<file path="config.mk">
export PLATFORM = sky130hd
export DESIGN_NAME = display_snapshot_ctrl
export DESIGN_NICKNAME = d
export VERILOG_FILES = /design/src/rtl/display_snapshot_ctrl.sv
export SDC_FILE = /design/constraint.sdc
export NUM_CORES = 1
export LEC_CHECK = 0
export ABC_AREA = 1
export CORE_MARGIN = 1
export CORE_UTILIZATION = 35
export CTS_BUF_LIST = sky130_fd_sc_hd__clkbuf_8
export DETAILED_ROUTE_END_ITERATION = 16
export SETUP_SLACK_MARGIN = 0.5
export SKIP_CTS_REPAIR_TIMING = 1
export SYNTH_ARGS = -nofsm -noshare
export SYNTH_HDL_FRONTEND = slang
export SYNTH_SLANG_ARGS = --single-unit
</file>
<file path="constraint.sdc">
create_clock -name clk_25mhz -period 2.03 [get_ports clk_25mhz]
set_input_delay 0.203 -clock clk_25mhz [delete_from_list [all_inputs] [get_ports clk_25mhz]]
set_output_delay 0.203 -clock clk_25mhz [all_outputs]
set_load 0.05 [all_outputs]
</file>
<file path="src/rtl/display_snapshot_ctrl.sv">
// -----------------------------------------------------------------------------
// display_snapshot_ctrl
//
// Frame-synchronous snapshot controller sitting between the matching engine and
// the VGA renderer. Market-state updates are accepted into a shadow register at
// any time. The shadow is copied to the renderer-facing registers only at the
// start of vertical blanking, once every FRAME_DIV frames, so a frame is never
// drawn from a half-updated book. Halt assertion bypasses the frame gating.
//
// Ports:
//   clk_25mhz    in   1  pixel clock, the only clock
//   rst          in   1  synchronous, active-high reset
//   h_cnt        in  10  horizontal pixel counter from VGA timing
//   v_cnt        in  10  vertical line counter from VGA timing
//   upd_valid    in   1  engine presents an update
//   upd_ready    out  1  update accepted this cycle (low only while committing)
//   upd_buy      in   8  best buy price
//   upd_sell     in   8  best sell price
//   upd_count    in   8  trade count
//   halt_in      in   1  engine halt request (level)
//   buy_price    out  8  committed buy price
//   sell_price   out  8  committed sell price
//   trade_count  out  8  committed trade count
//   spread       out  8  committed spread (0 when the book is crossed)
//   halt_signal  out  1  display halt flag
//   frame_tick   out  1  one-cycle pulse per commit opportunity
//   dropped_cnt  out  8  saturating count of updates overwritten before commit
// -----------------------------------------------------------------------------
module display_snapshot_ctrl #(
    parameter int unsigned V_ACTIVE  = 480,
    parameter int unsigned FRAME_DIV = 2
) (
    input  logic       clk_25mhz,
    input  logic       rst,
    input  logic [9:0] h_cnt,
    input  logic [9:0] v_cnt,
    input  logic       upd_valid,
    output logic       upd_ready,
    input  logic [7:0] upd_buy,
    input  logic [7:0] upd_sell,
    input  logic [7:0] upd_count,
    input  logic       halt_in,
    output logic [7:0] buy_price,
    output logic [7:0] sell_price,
    output logic [7:0] trade_count,
    output logic [7:0] spread,
    output logic       halt_signal,
    output logic       frame_tick,
    output logic [7:0] dropped_cnt
);

    localparam logic [7:0] DIV_LAST = 8'(FRAME_DIV - 1);

    typedef enum logic [1:0] {
        IDLE    = 2'd0,
        PENDING = 2'd1,
        COMMIT  = 2'd2
    } state_t;

    // Unsigned spread, clamped to zero when the book is crossed.
    function automatic logic [7:0] spread_clamp(input logic [7:0] sell, input logic [7:0] buy);
        return (sell >= buy) ? (sell - buy) : 8'd0;
    endfunction

    function automatic logic [7:0] sat_inc(input logic [7:0] cnt);
        return (cnt == 8'hFF) ? cnt : (cnt + 8'd1);
    endfunction

    state_t     state_q, state_d;
    logic       vs_cond, vs_cond_q, vs_cond_d, vs_start;
    logic [7:0] div_cnt_q, div_cnt_d;
    logic       opp;
    logic       capture, commit_en;

    logic [7:0] sh_buy_q, sh_buy_d, sh_sell_q, sh_sell_d;
    logic [7:0] sh_count_q, sh_count_d, sh_spread_q, sh_spread_d;
    logic [7:0] buy_q, buy_d, sell_q, sell_d, count_q, count_d, spread_q, spread_d;
    logic [7:0] dropped_q, dropped_d;
    logic       halt_q, halt_d;
    logic       tick_q, tick_d;

    // Vblank start is the rising edge of the condition, so a stalled timing
    // generator sitting on the first blanking line still yields one pulse.
    assign vs_cond   = (v_cnt == 10'(V_ACTIVE)) && (h_cnt == 10'd0);
    assign vs_start  = vs_cond && !vs_cond_q;

    always_comb begin
        vs_cond_d = vs_cond;
        div_cnt_d = div_cnt_q;
        opp       = 1'b0;
        if (vs_start) begin
            if (div_cnt_q == DIV_LAST) begin
                opp       = 1'b1;
                div_cnt_d = 8'd0;
            end else begin
                div_cnt_d = div_cnt_q + 8'd1;
            end
        end
    end

    // FSM: state register
    always_ff @(posedge clk_25mhz) begin
        if (rst) begin
            state_q <= IDLE;
        end else begin
            state_q <= state_d;
        end
    end

    // FSM: next state
    always_comb begin
        state_d = state_q;
        case (state_q)
            IDLE:    if (capture) state_d = PENDING;
            PENDING: if (opp)     state_d = COMMIT;
            COMMIT:               state_d = IDLE;
            default:              state_d = IDLE;
        endcase
    end

    // FSM: outputs (functions of state only)
    always_comb begin
        upd_ready = (state_q != COMMIT);
        commit_en = (state_q == COMMIT);
    end

    assign capture = upd_valid && upd_ready;

    always_comb begin
        sh_buy_d    = sh_buy_q;
        sh_sell_d   = sh_sell_q;
        sh_count_d  = sh_count_q;
        sh_spread_d = sh_spread_q;
        buy_d       = buy_q;
        sell_d      = sell_q;
        count_d     = count_q;
        spread_d    = spread_q;
        dropped_d   = dropped_q;
        halt_d      = halt_q;
        tick_d      = opp;

        if (capture) begin
            sh_buy_d    = upd_buy;
            sh_sell_d   = upd_sell;
            sh_count_d  = upd_count;
            sh_spread_d = spread_clamp(upd_sell, upd_buy);
            // Shadow still held uncommitted data: that data is lost.
            if (state_q == PENDING) begin
                dropped_d = sat_inc(dropped_q);
            end
        end

        if (commit_en) begin
            buy_d    = sh_buy_q;
            sell_d   = sh_sell_q;
            count_d  = sh_count_q;
            spread_d = sh_spread_q;
        end

        // Halt sets immediately; release waits for a frame-aligned point so the
        // halt banner disappears together with a consistent snapshot.
        if (halt_in) begin
            halt_d = 1'b1;
        end else if (commit_en || (state_q == IDLE && opp)) begin
            halt_d = 1'b0;
        end
    end

    always_ff @(posedge clk_25mhz) begin
        if (rst) begin
            vs_cond_q   <= 1'b0;
            div_cnt_q   <= 8'd0;
            sh_buy_q    <= 8'd0;
            sh_sell_q   <= 8'd0;
            sh_count_q  <= 8'd0;
            sh_spread_q <= 8'd0;
            buy_q       <= 8'd0;
            sell_q      <= 8'd0;
            count_q     <= 8'd0;
            spread_q    <= 8'd0;
            dropped_q   <= 8'd0;
            halt_q      <= 1'b0;
            tick_q      <= 1'b0;
        end else begin
            vs_cond_q   <= vs_cond_d;
            div_cnt_q   <= div_cnt_d;
            sh_buy_q    <= sh_buy_d;
            sh_sell_q   <= sh_sell_d;
            sh_count_q  <= sh_count_d;
            sh_spread_q <= sh_spread_d;
            buy_q       <= buy_d;
            sell_q      <= sell_d;
            count_q     <= count_d;
            spread_q    <= spread_d;
            dropped_q   <= dropped_d;
            halt_q      <= halt_d;
            tick_q      <= tick_d;
        end
    end

    assign buy_price   = buy_q;
    assign sell_price  = sell_q;
    assign trade_count = count_q;
    assign spread      = spread_q;
    assign dropped_cnt = dropped_q;
    assign halt_signal = halt_q;
    assign frame_tick  = tick_q;

endmodule

</file>
* Word level (Yosys, flattened, before mapping)
Cells that the tools add are included.
Word-level totals: output and inout port bits 43, register bits after elaboration 85, logic and storage cells 47
Cells by class: mux-type cells 9, bitwise gates (word level) 1, reduce and logical (&&, ||, !) cells 11, equal/unequal tests 8, $add $sub $neg 3, order comparisons 1
Operators with widths (count):
- 8-bit by 1-bit adder with 8-bit output, second input constant | 2
- 8-bit two-way mux | 2
- 10-bit by 9-bit == test with 1-bit output, second input constant | 1
- 10-bit logical NOT | 1
- 8-bit by 1-bit == test with 1-bit output, second input constant | 1
- 8-bit == test, second input constant | 1
- 8-bit >= comparator | 1
- 8-bit subtractor | 1
- 2-bit inequality test, second input constant | 3
- 1-bit logical AND | 4
- 1-bit two-way mux | 4
- 2-bit two-way mux | 2
- 2-bit one-hot mux with 2 select lines | 1
- 3-bit AND reduction | 1
- 2-bit by 1-bit == test with 1-bit output, second input constant | 1
- 2-bit == test, second input constant | 1
- 2-bit logical NOT | 1
- 2-bit AND reduction | 1
- 2-bit nonzero test | 1
- 1-bit logical NOT | 1
- 1-bit logical OR | 1
- 1-bit NOT | 1

* Longest topological paths before layout
Gate-level depths: netlist of run 1.
depth after elaboration 8, gate-level depth with buffers 12

* Least setup slack after synthesis of run 1
No wires, ideal clock.
path kind register -> register, start point register dropped_q[0], in the netlist dropped_cnt[0], end point register dropped_q[3], in the netlist dropped_cnt[3], setup slack 0.322 ns, data arrival time 1.649 ns, period minus slack after synthesis 1.708 ns, library setup time 0.058 ns, stages on the path, launching flop included 10, cells stage by stage dfxtp_1 ha_1 nand3_1 nor2_1 nand2_1 nand2_2 nor2_4 nand2_1 nand2_1 o21ba_2
Between the ends: longest elaborated chain between the ends 3
RTL lines:
- from (decl) | RTL line 78 | logic [7:0] dropped_q, dropped_d;
- from (signal assigned) | RTL line 195 | dropped_q <= dropped_d;
- branches (longest 3 deep; another with 8-bit by 1-bit adder with 8-bit output)
Parallel ways; which one is timed is not known. A chain may end at the register's enable or synchronous reset.

* Worst setup path in the final report of run 1
start point register state_q[1], end point register sh_sell_q[3]
Between the ends: longest elaborated chain between the ends 2
RTL lines:
- from (decl) | RTL line 69 | state_t state_q, state_d;
- from (signal assigned) | RTL line 106 | state_q <= state_d;
- 2-bit inequality test | RTL line 123 | upd_ready = (state_q != COMMIT);
- 1-bit logical AND | RTL line 127 | assign capture = upd_valid && upd_ready;
- to (signal assigned) | RTL line 188 | sh_sell_q <= sh_sell_d;
- to (decl) | RTL line 75 | logic [7:0] sh_buy_q, sh_buy_d, sh_sell_q, sh_sell_d;
Every way passes these cells.

==> impl_metrics.json, run 1 <==
{
  "status": "completed",
  "rows": 37,
  "syn-num-nets": 585,
  "cp.arrival_ps": 1820,
  "critical_path.startpoint_type": "flip-flop",
  "setup_violations": 0,
  "dieArea_mm2": 0.01117,
  "min-delay-start": "upd_sell[0]",
  "insertion_delay_ps": 370,
  "ff_latch_area_mm2": 0.001709,
  "clockBufferDepth": 2,
  "synthSimpleGateAreaFrac_pct": 27.66,
  "dp_hpwl_um": 6415,
  "drv_slew": 0,
  "place_ws_ps": -36.35,
  "area_delta_synth_final_pct": 52.16,
  "r2r-end": "sh_sell_q[3]$_SDFFE_PP0P_",
  "clkSinkCount": 85,
  "drt-pass1-iter-count": 4,
  "synth_top_flop_cell": "dfxtp_1",
  "worstHoldEndpoint": "sh_sell_q[0]$_SDFFE_PP0P_",
  "irDropWorstVdd_mv": 0.3104,
  "numCtsBuffers": 9,
  "finalClockSkew_ps": 12.43,
  "grt_overflow_total": 0,
  "max_slew_margin_pct": 62.26,
  "r2r_cells": 10,
  "syn_inst": 525,
  "ys_top_cells_by_area": "dfxtp_1 45%, nor2_1 12%, o21ai_0 8.4%",
  "start_util_pct": 36.29,
  "fin_crit_sh_pct": 76.34,
  "antenna_cells": 0,
  "crit_type": "flip-flop to flip-flop",
  "via_count": 3703,
  "seq_area_frac_synth_pct": 45.21,
  "hp-class": "input pin to flip-flop",
  "vias_per_cell": 4.784,
  "finalHoldViolations": 0,
  "worstPathCellList": "inv_2, nor2_4, buf_6, buf_6, nor2_4, buf_12, clkinvlp_4, clkbuf_16, nor2_4, nor2_1",
  "worstPathRequired_ps": 2300,
  "synth_top_family_by_area": "simple AND/OR/NAND/NOR gates",
  "finalWeightedCongestion": 0.8098,
  "drc": 0,
  "dieWidth_um": 105.7,
  "rsz0062_at_grt": "yes",
  "leakage_nw": 3.175,
  "htreeDepth": 3,
  "synth_top_cell_area_share_pct": 45.21,
  "endpoint_kind": "flip-flop",
  "grt_max_degree": 58,
  "synth_area_mm2": 0.003764,
  "min_path_cells": 3,
  "synth-compound-area-share_pct": 13.10,
  "synth.area.mux_share_pct": 0,
  "synth_enable_flop_cells": 0,
  "dp_cells": 737,
  "synth.distinct_cells": 28,
  "antenna_left": 0,
  "synth_xor_area_share_pct": 1.629,
  "finalSetupTns_ps": 0,
  "core-area_mm2": 0.01037,
  "ys_seq_elements": 85,
  "cap_violations": 0,
  "clock.fmax_ghz": 0.6452,
  "die_h_um": 105.7,
  "final_core_util_pct": 55.22,
  "fill_cells": 958,
  "io_pins": 91,
  "synth_fa_ha_area_share_pct": 4.189,
  "worst_slack_ps": 480.2,
  "multi_input_area_mm2": 0.002008,
  "cp_slowest_cell": "dfxtp_2",
  "yosys.area.top_type": "dfxtp_1",
  "tritoncts": "built",
  "final_cells": 774,
  "avgSynthCellArea_um2": 7.169,
  "layout_min_cycle_time_ps": 1550,
  "layout-drive-gt1-share_pct": 16.30,
  "grt_pass1_vias": 3337,
  "critPathMostFrequentCell": "nor2_4",
  "avgRoutedWirePerCell_um": 13.49,
  "cts_root_buf": "clkbuf_8",
  "port_buffers": 90,
  "r2r-start": "state_q[1]$_SDFFE_PP0P_",
  "antenna_found_initial": 0,
  "power_density_mw_per_mm2": 635.1,
  "r2r_slack_ps": 480,
  "grt_pass1_wl_um": 15280,
  "ys_async_sr_fraction_pct": 0,
  "nNetsFinal": 693,
  "drt_iter0_drc": 141,
  "ys_warn_count": 0,
  "critPathMaxStageDelay_ps": 340,
  "cp_max_fo": 6,
  "clkSlewWorstSetupHoldPaths_ps": 100,
  "wl_um": 10450,
  "worst_pin_slew_ps": 565.2,
  "grtUsageTotal_pct": 17.19
}
synthesized netlist by cell type, drive strengths merged (3+ instances only):
| cell type | count |
|---|---|
| a21oi | 32 |
| buf | 10 |
| clkbuf | 10 |
| dfxtp | 85 |
| ha | 11 |
| inv | 58 |
| nand2 | 75 |
| nand3 | 22 |
| nand3b | 5 |
| nand4 | 6 |
| nor2 | 132 |
| nor3 | 3 |
| o21ai | 63 |
| xor2 | 6 |
critical path: cells and delay by family, from the launching register on:
family | cells | cell delay [ps]
buf+inv | 6 | 740
flops | 1 | 340
simple gates | 4 | 370
layer usage:
layer	track usage [%]	vias to the layer above	wire length (µm)	share of wire, %
li1	-	1888	-	-
met1	22.25	1687	4867	47
met2	27.54	111	4810	46
met3	3.896	17	576	5.5
met4	7.044	0	191	1.8
met5	0	-	0	0
how the worst max path moves through the flow:
stage / start / slack [ps] / end
CTS: state_q[1]$_SDFFE_PP0P_ / 170 / upd_ready
detailed placement: upd_buy[0] / -40 / sh_spread_q[7]$_SDFFE_PP0P_
global placement: upd_buy[0] / 20 / sh_spread_q[7]$_SDFFE_PP0P_
floorplan: dropped_cnt[3]$_SDFFE_PP0P_ / 510 / dropped_cnt[3]$_SDFFE_PP0P_
finish: state_q[1]$_SDFFE_PP0P_ / 480 / sh_sell_q[3]$_SDFFE_PP0P_
global route: state_q[1]$_SDFFE_PP0P_ / 400 / sh_sell_q[3]$_SDFFE_PP0P_
area by class of cell:
type / count / area share (%)
Multi-Input combinational cell: 361 / 35.07
Sequential cell: 85 / 29.84
Timing Repair Buffer: 116 / 23.99
Inverter: 59 / 3.998
Tap cell: 136 / 2.971
Clock buffer: 9 / 2.163
Clock inverter: 7 / 1.835
Timing Repair inverter: 1 / 0.1311
cell families (layout without fill, tap and decap cells):
logic type / Yosys count / in the layout
compound gates: 97 / 97
buf+inv: 79 / 192
simple gates: 245 / 245
flops: 85 / 85
xor+xnor: 7 / 7
fa+ha+maj: 12 / 12
power breakdown:
| group | total [mW] | leakage [nW] | switching, mW | internal [mW] |
|---|---|---|---|---|
| clock | 1.39 | 0.112 | 0.676 | 0.712 |
| sequential | 1.75 | 0.694 | 0.0334 | 1.72 |
| combinational | 0.498 | 2.37 | 0.255 | 0.243 |
cell usage in the layout (no fill, tap or decap), types with 2 or more instances in the layout:
| master | count |
|---|---|
| clkdlybuf4s50_1 | 44 |
| nand4_1 | 6 |
| nor3_1 | 2 |
| xor2_1 | 6 |
| clkbuf_8 | 9 |
| dfxtp_1 | 81 |
| clkbuf_16 | 4 |
| clkinvlp_4 | 4 |
| nand2_4 | 5 |
| buf_12 | 6 |
| inv_6 | 2 |
| a21oi_1 | 26 |
| o21ai_1 | 9 |
| nand3_2 | 4 |
| ha_1 | 3 |
| nand3b_1 | 5 |
| dlymetal6s2s_1 | 45 |
| ha_4 | 7 |
| inv_1 | 53 |
| nand3_1 | 17 |
| dfxtp_2 | 3 |
| nor2_2 | 8 |
| a21oi_2 | 6 |
| buf_4 | 11 |
| nor2_1 | 113 |
| buf_6 | 6 |
| bufinv_16 | 2 |
| o21ai_0 | 54 |
| inv_2 | 3 |
| nand2_1 | 65 |
| nand2_2 | 5 |
| nor2_4 | 11 |
per-stage QoR:
| step | power [mW] | hold WS [ps] | cell area, µm² |
|---|---|---|---|
| after floorplan | 2.000 | 337.0 | 3771 |
| after global placement | 2.163 | 445.5 | 4822 |
| after detailed placement | 2.168 | 458.6 | 4822 |
| after CTS | 3.554 | 361.7 | 5051 |
| after global routing | 3.805 | 121.7 | 5727 |
| final | 3.637 | 115.6 | 5727 |
Note: power is estimated with default switching activity, not from simulation.
==> run 2, diff against run 1 <==
clock period = 1.6 ns   (was 2.03 ns; I/O delays follow)
==> run 2 against run 1 <==
- via count rose by 2.3%
- sequential power up 26%
- wire length down 1.5%
- critical path type is now flip-flop to primary output
- first-iteration DRC count grew 20%
- die area stayed put
- register-to-register slack worse by 230 ps
- total power grew 22%
- largest cell class unchanged
- count of clock-buffer cells in the layout unchanged
==> impl_metrics.json, run 2 (synthesis gave the netlist of run 1 again) <==
{
  "status": "completed",
  "nNetsFinal": 721,
  "cap_violations": 0,
  "crit_type": "flip-flop to primary output",
  "drv_slew": 0,
  "cts_root_buf": "clkbuf_8",
  "io_pins": 91,
  "worstPathRequired_ps": 1440,
  "grt_pass1_wl_um": 15790,
  "start_util_pct": 36.29,
  "final_core_util_pct": 58.89,
  "cp_top_family": "buffers and inverters",
  "dp_hpwl_um": 6690,
  "drc": 0,
  "htreeDepth": 3,
  "hp-class": "input pin to flip-flop",
  "setup_violations": 0,
  "critPathMaxStageDelay_ps": 340,
  "wl_um": 10290,
  "critPathMostFrequentCell": "inv_2",
  "insertion_delay_ps": 370,
  "clockBufferDepth": 2,
  "worst_pin_slew_ps": 264.2,
  "port_buffers": 90,
  "die_h_um": 105.7,
  "rows": 37,
  "cp_slowest_cell": "dfxtp_2",
  "layout-drive-gt1-share_pct": 37.69,
  "p_total_mw": 4.450,
  "dieArea_mm2": 0.01117,
  "finalWeightedCongestion": 0.8408,
  "fin_hold_ws_ps": 104.2,
  "grt_pass1_vias": 3532,
  "max_slew_margin_pct": 82.36,
  "avgRoutedWirePerCell_um": 12.83,
  "critical_path.startpoint_type": "flip-flop",
  "drt-pass1-iter-count": 4,
  "fin_crit_sh_pct": 85.63,
  "tritoncts": "built",
  "dieWidth_um": 105.7,
  "grt_max_degree": 52,
  "power_density_mw_per_mm2": 728.6,
  "antenna_cells": 0,
  "dp_cells": 770,
  "grtUsageTotal_pct": 17.43,
  "leakage_nw": 2.947,
  "irDropWorstVdd_mv": 0.3726,
  "core-area_mm2": 0.01037,
  "clkSlewWorstSetupHoldPaths_ps": 100,
  "vias_per_cell": 4.726,
  "worstPathCellList": "inv_2, nor2_4, inv_2, buf_6, buf_8",
  "layout_min_cycle_time_ps": 1370,
  "mostFrequentLayoutCell": "nor2_1",
  "finalClockSkew_ps": 10.67,
  "clock.fmax_ghz": 0.7299,
  "via_count": 3790,
  "final_cell_mix": "94 x nor2_1, 65 x dfxtp_1, 58 x buf_4, 49 x o21ai_0, 47 x nand2_1",
  "area_delta_synth_final_pct": 62.27,
  "endpoint_kind": "primary output",
  "cp_max_fo": 5,
  "critPathBufInv": 4,
  "final_cells": 802,
  "numCtsBuffers": 9,
  "antenna_left": 0,
  "clkSinkCount": 85,
  "drt_iter0_drc": 169,
  "cp.arrival_ps": 1210,
  "rsz0062_at_grt": "yes",
  "finalHoldViolations": 0,
  "grt_overflow_total": 0,
  "antenna_found_initial": 0
}
[run 2: cell count changes in the layout (fill, tap and decap cells not counted), sizes merged]
| cell | change |
|---|---|
| clkinvlp | -4 |
| inv | +4 |
| clkinv | +1 |
| dlymetal6s2s | -11 |
| bufinv | -2 |
| buf | +74 |
| clkbuf | -1 |
| clkdlybuf4s50 | -33 |
[run 2: final timing paths]
kind / from / end / slack, ps / depth (start not counted)
max: state_q[1]$_SDFFE_PP0P_ / upd_ready / 230 / 5
min: upd_sell[0] / sh_sell_q[0]$_SDFFE_PP0P_ / 100 / 3
max reg2reg: dropped_cnt[0]$_SDFFE_PP0P_ / dropped_cnt[3]$_SDFFE_PP0P_ / 250 / 8
min reg2reg: dropped_cnt[4]$_SDFFE_PP0P_ / dropped_cnt[4]$_SDFFE_PP0P_ / 450 / 2
[run 2: layer usage]
| layer | vias up | GRT usage, % | routed length, µm |
|---|---|---|---|
| met1 | 1759 | 21.86 | 4691 |
| li1 | 1953 | - | - |
| met5 | - | 0 | 0 |
| met2 | 63 | 30.30 | 5156 |
| met3 | 15 | 2.474 | 273 |
| met4 | 0 | 6.250 | 167 |
[run 2: area by class of cell]
type	count	area, µm²
Clock buffer	9	123.9
Multi-Input combinational cell	361	2260
Clock inverter	7	73.82
Sequential cell	85	1754
Timing Repair Buffer	145	1486
Inverter	59	239.0
Fill cell	944	4263
Tap cell	136	170.2
[run 2: report_power, final]
part,total [mW],internal [mW],switching (mW)
sequential,2.21,2.16,0.0419
combinational,0.711,0.352,0.358
clock,1.53,0.619,0.913
total,4.45,3.14,1.31
[run 2: worst register-to-register path: cells and delay by family (launching register included)]
family | cells | cell delay [ps]
buffers and inverters | 1 | 130
AOI/OAI and AO/OA | 1 | 170
and+or+nand+nor | 5 | 410
DFF | 1 | 390
adders and majority gates | 1 | 150
[run 2: stage by stage]
step | TNS, ps | instance area [µm²] | setup WS (ps)
finish | 0 | 6107 | 230.0
global route | 0 | 6107 | 187.7
CTS | -191.6 | 5253 | -48.09
detailed placement | -3584 | 5055 | -423.9
global placement | -3196 | 5055 | -389.7
floorplan | 0 | 3864 | 210.2
